**src/rtl/ysyx_22050019_axi_pkg.sv**
```systemverilog
// Shared AXI response codes and responder state encodings.
// Used by the read responder and the future write responder.
package ysyx_22050019_axi_pkg;

  localparam logic [1:0] RESP_OKAY   = 2'b00;
  localparam logic [1:0] RESP_SLVERR = 2'b10;
  localparam logic [1:0] RESP_DECERR = 2'b11;

  typedef enum logic [1:0] {
    IDLE,
    WAIT,
    CAPT,
    RESP
  } rd_state_t;

endpackage

```
**src/rtl/ysyx_22050019_axi_rd_slave.sv**
```systemverilog
// AXI4 read responder: one AR at a time, INCR bursts of 8-byte beats,
// synchronous external memory with a programmable pre-read wait.
module ysyx_22050019_axi_rd_slave
  import ysyx_22050019_axi_pkg::*;
#(
  parameter logic [63:0] BASE_ADDR = 64'h8000_0000,
  parameter logic [63:0] MEM_SIZE  = 64'h0800_0000,
  parameter int          WAIT_CYC  = 0,
  parameter int          ID_W      = 4
) (
  input  logic            clk,
  input  logic            rst_n,
  input  logic            s_axi_arvalid,
  output logic            s_axi_arready,
  input  logic [63:0]     s_axi_araddr,
  input  logic [7:0]      s_axi_arlen,
  input  logic [ID_W-1:0] s_axi_arid,
  output logic            s_axi_rvalid,
  input  logic            s_axi_rready,
  output logic [63:0]     s_axi_rdata,
  output logic [1:0]      s_axi_rresp,
  output logic            s_axi_rlast,
  output logic [ID_W-1:0] s_axi_rid,
  output logic            mem_ren,
  output logic [63:0]     mem_raddr,
  input  logic [63:0]     mem_rdata
);

  localparam logic [3:0] WAIT_N = 4'(WAIT_CYC);

  rd_state_t       state_q, state_d;
  logic [63:0]     addr_q;
  logic [7:0]      len_q;
  logic [7:0]      beat_q;
  logic [3:0]      cnt_q;
  logic [ID_W-1:0] id_q;
  logic [63:0]     rdata_q;
  logic [1:0]      rresp_q;
  logic            in_range;
  logic            last;

  // Unsigned wrap makes addresses below the base fail the compare too.
  assign in_range = (addr_q - BASE_ADDR) < MEM_SIZE;
  assign last     = beat_q == len_q;

  always_comb begin
    state_d = state_q;
    mem_ren = 1'b0;
    unique case (state_q)
      IDLE: if (s_axi_arvalid) state_d = WAIT;
      WAIT: begin
        if (!in_range) begin
          state_d = RESP;
        end else if (cnt_q == '0) begin
          mem_ren = 1'b1;
          state_d = CAPT;
        end
      end
      CAPT: state_d = RESP;
      RESP: if (s_axi_rready) state_d = last ? IDLE : WAIT;
      default: state_d = IDLE;
    endcase
  end

  always_ff @(posedge clk or negedge rst_n) begin
    if (!rst_n) state_q <= IDLE;
    else        state_q <= state_d;
  end

  always_ff @(posedge clk or negedge rst_n) begin
    if (!rst_n) begin
      addr_q  <= '0;
      len_q   <= '0;
      beat_q  <= '0;
      cnt_q   <= '0;
      id_q    <= '0;
      rdata_q <= '0;
      rresp_q <= RESP_OKAY;
    end else begin
      unique case (state_q)
        IDLE: begin
          if (s_axi_arvalid) begin
            addr_q <= s_axi_araddr & ~64'h7;
            len_q  <= s_axi_arlen;
            id_q   <= s_axi_arid;
            beat_q <= '0;
            cnt_q  <= WAIT_N;
          end
        end
        WAIT: begin
          if (!in_range) begin
            rdata_q <= '0;
            rresp_q <= RESP_DECERR;
          end else if (cnt_q != '0) begin
            cnt_q <= cnt_q - 4'd1;
          end
        end
        CAPT: begin
          rdata_q <= mem_rdata;
          rresp_q <= RESP_OKAY;
        end
        RESP: begin
          if (s_axi_rready && !last) begin
            addr_q <= addr_q + 64'd8;
            beat_q <= beat_q + 8'd1;
            cnt_q  <= WAIT_N;
          end
        end
        default: ;
      endcase
    end
  end

  assign s_axi_arready = state_q == IDLE;
  assign s_axi_rvalid  = state_q == RESP;
  assign s_axi_rlast   = (state_q == RESP) && last;
  assign s_axi_rdata   = rdata_q;
  assign s_axi_rresp   = rresp_q;
  assign s_axi_rid     = id_q;
  assign mem_raddr     = addr_q;

endmodule

```
**config.mk**
```make
export PLATFORM = sky130hd
export DESIGN_NAME = ysyx_22050019_axi_rd_slave
export DESIGN_NICKNAME = d
export VERILOG_FILES = /design/src/rtl/ysyx_22050019_axi_pkg.sv /design/src/rtl/ysyx_22050019_axi_rd_slave.sv
export SDC_FILE = /design/constraint.sdc
export NUM_CORES = 1
export LEC_CHECK = 0
export CORE_MARGIN = 2
export CORE_UTILIZATION = 30
export CTS_BUF_LIST = sky130_fd_sc_hd__clkbuf_4 sky130_fd_sc_hd__clkbuf_8 sky130_fd_sc_hd__clkbuf_16
export CTS_CLUSTER_DIAMETER = 120
export DETAILED_ROUTE_END_ITERATION = 8
export GPL_TIMING_DRIVEN = 0
export HOLD_SLACK_MARGIN = 0.03
export PLACE_DENSITY_LB_ADDON = 0.3
export SETUP_SLACK_MARGIN = 0.02
export SYNTH_ARGS = -nofsm -noshare
export SYNTH_HDL_FRONTEND = slang
export SYNTH_SLANG_ARGS = --single-unit
```
**constraint.sdc**
```tcl
create_clock -name clk -period 8.93 [get_ports clk]
set_input_delay 2.679 -clock clk [delete_from_list [all_inputs] [get_ports clk]]
set_output_delay 2.679 -clock clk [all_outputs]
set_load 0.1 [all_outputs]
```
[Word-level counts from Yosys, hierarchy flattened]
Index checks and enable logic that the tools add are counted.
Operators by class
  reductions and logical operators: 14
  multiplexer cells: 24
  add/subtract/negate cells: 4
  order comparisons: 1
  equal/unequal tests: 11
Operators with widths (count)
  64-bit one-hot mux with 2 select lines: 2
  64-bit two-way mux: 3
  64-bit by 4-bit adder with 64-bit output (second input constant): 1
  64-bit by 28-bit less-than comparator with 1-bit output (second input constant): 1
  64-bit by 32-bit subtractor with 64-bit output (second input constant): 1
  4-bit two-way mux: 4
  8-bit two-way mux: 2
  8-bit one-hot mux with 2 select lines: 1
  4-bit one-hot mux with 3 select lines: 1
  2-bit two-way mux: 5
  8-bit by 1-bit adder with 8-bit output (second input constant): 1
  8-bit == test: 1
  2-bit inequality test (second input constant): 4
  2-bit one-hot mux with 4 select lines: 1
  3-bit AND reduction: 2
  5-bit AND reduction: 1
  2-bit == test (second input constant): 2
  4-bit logical NOT: 1
  1-bit two-way mux: 4
  2-bit by 1-bit inequality test with 1-bit output (second input constant): 2
  2-bit one-hot mux with 2 select lines: 1
  2-bit AND reduction: 2
  2-bit nonzero test: 2
  4-bit nonzero test: 1
  other kinds (7): 8
Word-level totals
  register bits after elaboration: 156
  output and inout bits: 138

[Depth between registers and ports, before layout]
  depth after elaboration: 5
  depth in mapped cells: 12

[Worst setup path after synthesis]
No wires, ideal clock.
  path type: reg-to-output
  from: register addr_q[46] (netlist: mem_raddr[46])
  to: output port mem_ren
  data arrival time: 7.477 ns
  buffers on the path: 1
  data required time: 6.251 ns
  cell stages (with the launch flop): 8
  path slack: -1.226 ns
  cell sequence: dfrtp_1 or4_4 or4_1 buf_4 o31ai_1 nand2_1 or3_1 a2111oi_0
Between the ends
  longest elaborated chain between the ends: 4
Ends and longest elaborated chain
  start, declared: RTL line ysyx_22050019_axi_rd_slave.sv:32  | logic [63:0] addr_q;
  start signal, assigned: RTL line ysyx_22050019_axi_rd_slave.sv:83  | addr_q <= s_axi_araddr & ~64'h7;
  start signal, assigned: RTL line ysyx_22050019_axi_rd_slave.sv:104  | addr_q <= addr_q + 64'd8;
  64-bit by 32-bit subtractor with 64-bit output: RTL line ysyx_22050019_axi_rd_slave.sv:43  | assign in_range = (addr_q - BASE_ADDR) < MEM_SIZE;
  64-bit by 28-bit less-than comparator with 1-bit output: RTL line ysyx_22050019_axi_rd_slave.sv:43
  1-bit two-way mux: RTL line ysyx_22050019_axi_rd_slave.sv:52  | if (!in_range) begin
  1-bit two-way mux: RTL line ysyx_22050019_axi_rd_slave.sv:49  | unique case (state_q)
  end, declared: RTL line ysyx_22050019_axi_rd_slave.sv:24  | output logic mem_ren,
Every way passes these cells.

[Final worst setup path]
  from: register addr_q[31] (netlist: mem_raddr[31])
  to: output port mem_ren
Same word-level chain as after synthesis.

==> reports/metrics.cfg <==
[timing]
tightest_slew_ns=1.34
period_minus_slack_ns=7.47
postLayoutSetupSlackWorst_ns=1.46
final-max-slew-violation-count=0
rsz0062_at_grt=no
max_freq_mhz=134
skew_ns=0.0133
slew_headroom_pct=9.77
setup_violations=0
final_hold_viol_count=0
fin_crit_sh_pct=83.6

[synth]
async_flop_share_pct=100
yosys.area.top_type=dfrtp_1
synth_seq_cells=152
yosysSeqAreaShare_pct=41.1
synth_ff_type=dfrtp_1
synth_top_area_share_pct=41.1
synth_top_family_by_area=compound AO/OA/AOI/OAI gates
synth_warnings=0
synth_xor_area_share_pct=0.947
synthMuxAreaShare_pct=11.1
synth-compound-area-share_pct=20.5
synthSimpleGateAreaFrac_pct=19.8
ys_top_cells_by_area=dfrtp_1, mux2i_1, a221o_1, nor2_1, nand2_1
synth-edff-count=0
synth.distinct_cells=67
syn_area_sq_mm=0.00925
syn_inst=993
synthAdderAreaFrac_pct=1.22
avgSynthCellArea_sq_um=9.31

[floorplanning]
ios=282
die_w_microns=180
num_rows=64
die_y_microns=180
start_util_pct=30.3
dieArea_sq_mm=0.0322
coreArea_sq_mm=0.0305

[drt]
dr.pass1.iters=5
drtAntennaViolNets=0
wl_per_cell_microns=20.5
drt_iter0_drc=709
drc=0
viasPerCell=5.59
route.vias.total=9496
routed_wl_mm=34.9

[critical_path]
crit_buf_inv=3
crit_family=buffers and inverters
crit_slowest_cell=clkdlybuf4s50_1
setup.worst_path.end_class=primary output
critPathRequiredTime_ns=6.25
crit_chain=clkbuf_1, inv_1, ha_1, o21bai_1, and4_1, o32ai_1, o211ai_1, or3_1, a2111oi_1, clkdlybuf4s50_1
critPathMaxFanout=10
worst-setup-path-type=reg2out
startpoint_type=flop
slowest_delay_ns=1.26
arrival_ns=4.79

[global_route]
grt-ovfl-total=0
antenna_found_initial=1
grt_max_degree=100
grt_usage_pct=21.2
grt_pass1_vias=9208
grt_first_pass_wirelength_mm=54.0

[clocking]
clk_pin_slew_ns=0.07
numCtsBuffers=17
post_cts_resize_count=0
clock-sinks=152
postCtsHoldBufs=0
clkLatencyLatePin_ns=0.44
cts_tree=done
cts_setup_buffers=0
htree_levels=4
cts_root_buf=clkbuf_16
cts.path.max_buffers=2

[finish]
seq_area_sq_mm=0.00380
nets=1443
layout-drive-gt1-share_pct=5.91
n_fill_cell=3032
area_growth_pct=42.0
final_cell_count_no_fill=1700
multi_input_comb_area_sq_mm=0.00497
final_core_util_pct=43.0

[place]
dp_cells=1667
gp_congestion=0.943
preCtsSetupSlack_ns=1.95
portBuffers=275
hpwl_mm=25.8

[flow_run]
cap_violations=0

[hold_path]
hold_class=reg2reg

[outcome]
run_status=finished clean

## placed cells by master (no fill, tap or decap), drive strengths merged, types with 23 or more instances in the layout
cell type      Yosys  final
clkdlybuf4s50      0    274
dfrtp            152    152
nor2             100    100
nand2             97     97
mux2i             87     87
clkbuf            55     74
a221o             64     64
o21ai             42     42
a21oi             41     41
nand3             38     38
buf               28     30
nand4             24     24
and3              23     23
nor3              23     23
## sequential cells by signal (all words and copies together), names as in the netlist
name / count
s_axi_rdata: 64
mem_raddr: 61
beat_q: 8
len_q: 8
cnt_q: 4
s_axi_rid: 4
state_q: 2
s_axi_rresp: 1
## path summary, 6_finish.rpt
path | from | endpoint | slack [ns] | cells after the start
max reg2reg | mem_raddr[31] | s_axi_rdata[16] | 4.96 | 11
min | s_axi_rid[2] | s_axi_rid[2] | 0.51 | 1
max | mem_raddr[31] | mem_ren | 1.46 | 10
min reg2reg | s_axi_rid[2] | s_axi_rid[2] | 0.51 | 1
max in group asynchronous | rst_n | s_axi_rdata[11] | 5.90 | 2
min in group asynchronous | rst_n | mem_raddr[24] | 2.14 | 1
## stage by stage
step	hold slack [ns]	setup TNS, ns	instance area, sq um
3_5_place_dp	0.497	0	12500
2_1_floorplan	0.497	0	9260
6_report	0.505	0	13100
4_1_cts	0.512	0	13100
3_3_place_gp	0.487	-253.11	12500
5_1_grt	0.527	0	13100
## layer usage
metal  wire length [microns]  up-vias  GRT usage (%)  share of wire (%)
li1                        -     4356              -                  -
met1                   15300     4682           28.6                 44
met2                   16500      413           34.6                 47
met3                    2090       45           3.38                6.0
met4                     977        0           7.45                2.8
met5                       0        -              0                  0
## worst reg2reg max path: stages (launching register included)
cell and delay, ns:
dfrtp_1 0.46, clkbuf_1 0.45, inv_1 0.10, ha_1 0.32
o21bai_1 0.19, and4_1 0.21, o32ai_1 0.47, o211ai_2 0.22
a2111oi_4 0.67, nor2_4 0.19, buf_6 0.20, a221o_1 0.35
## synthesized netlist by cell type, drive strengths merged, types with 7 or more instances
| library cell | instances |
|---|---|
| a21oi | 41 |
| a221o | 64 |
| a22oi | 8 |
| a32oi | 17 |
| and2 | 12 |
| and3 | 23 |
| and4 | 7 |
| buf | 28 |
| clkbuf | 55 |
| dfrtp | 152 |
| ha | 9 |
| inv | 18 |
| mux2 | 14 |
| mux2i | 87 |
| nand2 | 97 |
| nand3 | 38 |
| nand4 | 24 |
| nor2 | 100 |
| nor3 | 23 |
| nor4 | 12 |
| o21ai | 42 |
| o22ai | 20 |
| or3 | 9 |
| or4 | 14 |
| xnor2 | 8 |
## cell type report
cell class              instances  share of cell area (%)
clock buffers                  19                    3.35
plain buffers                  83                    3.21
repair buffers                276                    21.2
diodes                          1                  0.0191
clock inverters                13                    1.12
flip-flops and latches        152                    29.0
multi-input cells             742                    37.8
well taps                     396                    3.77
inverters                      18                   0.514
## cell families after synthesis
kind of cell               Yosys count
DFF                                152
buffers and inverters              101
and+or+nand+nor                    372
AOI/OAI and AO/OA                  247
xor gates and xnor gates            10
muxes                              101
adders and majority gates            9
other                                1
Power is left out: the tool's default activity adds up to more than one toggle a clock period on the data nets, which glitch-free logic cannot reach.
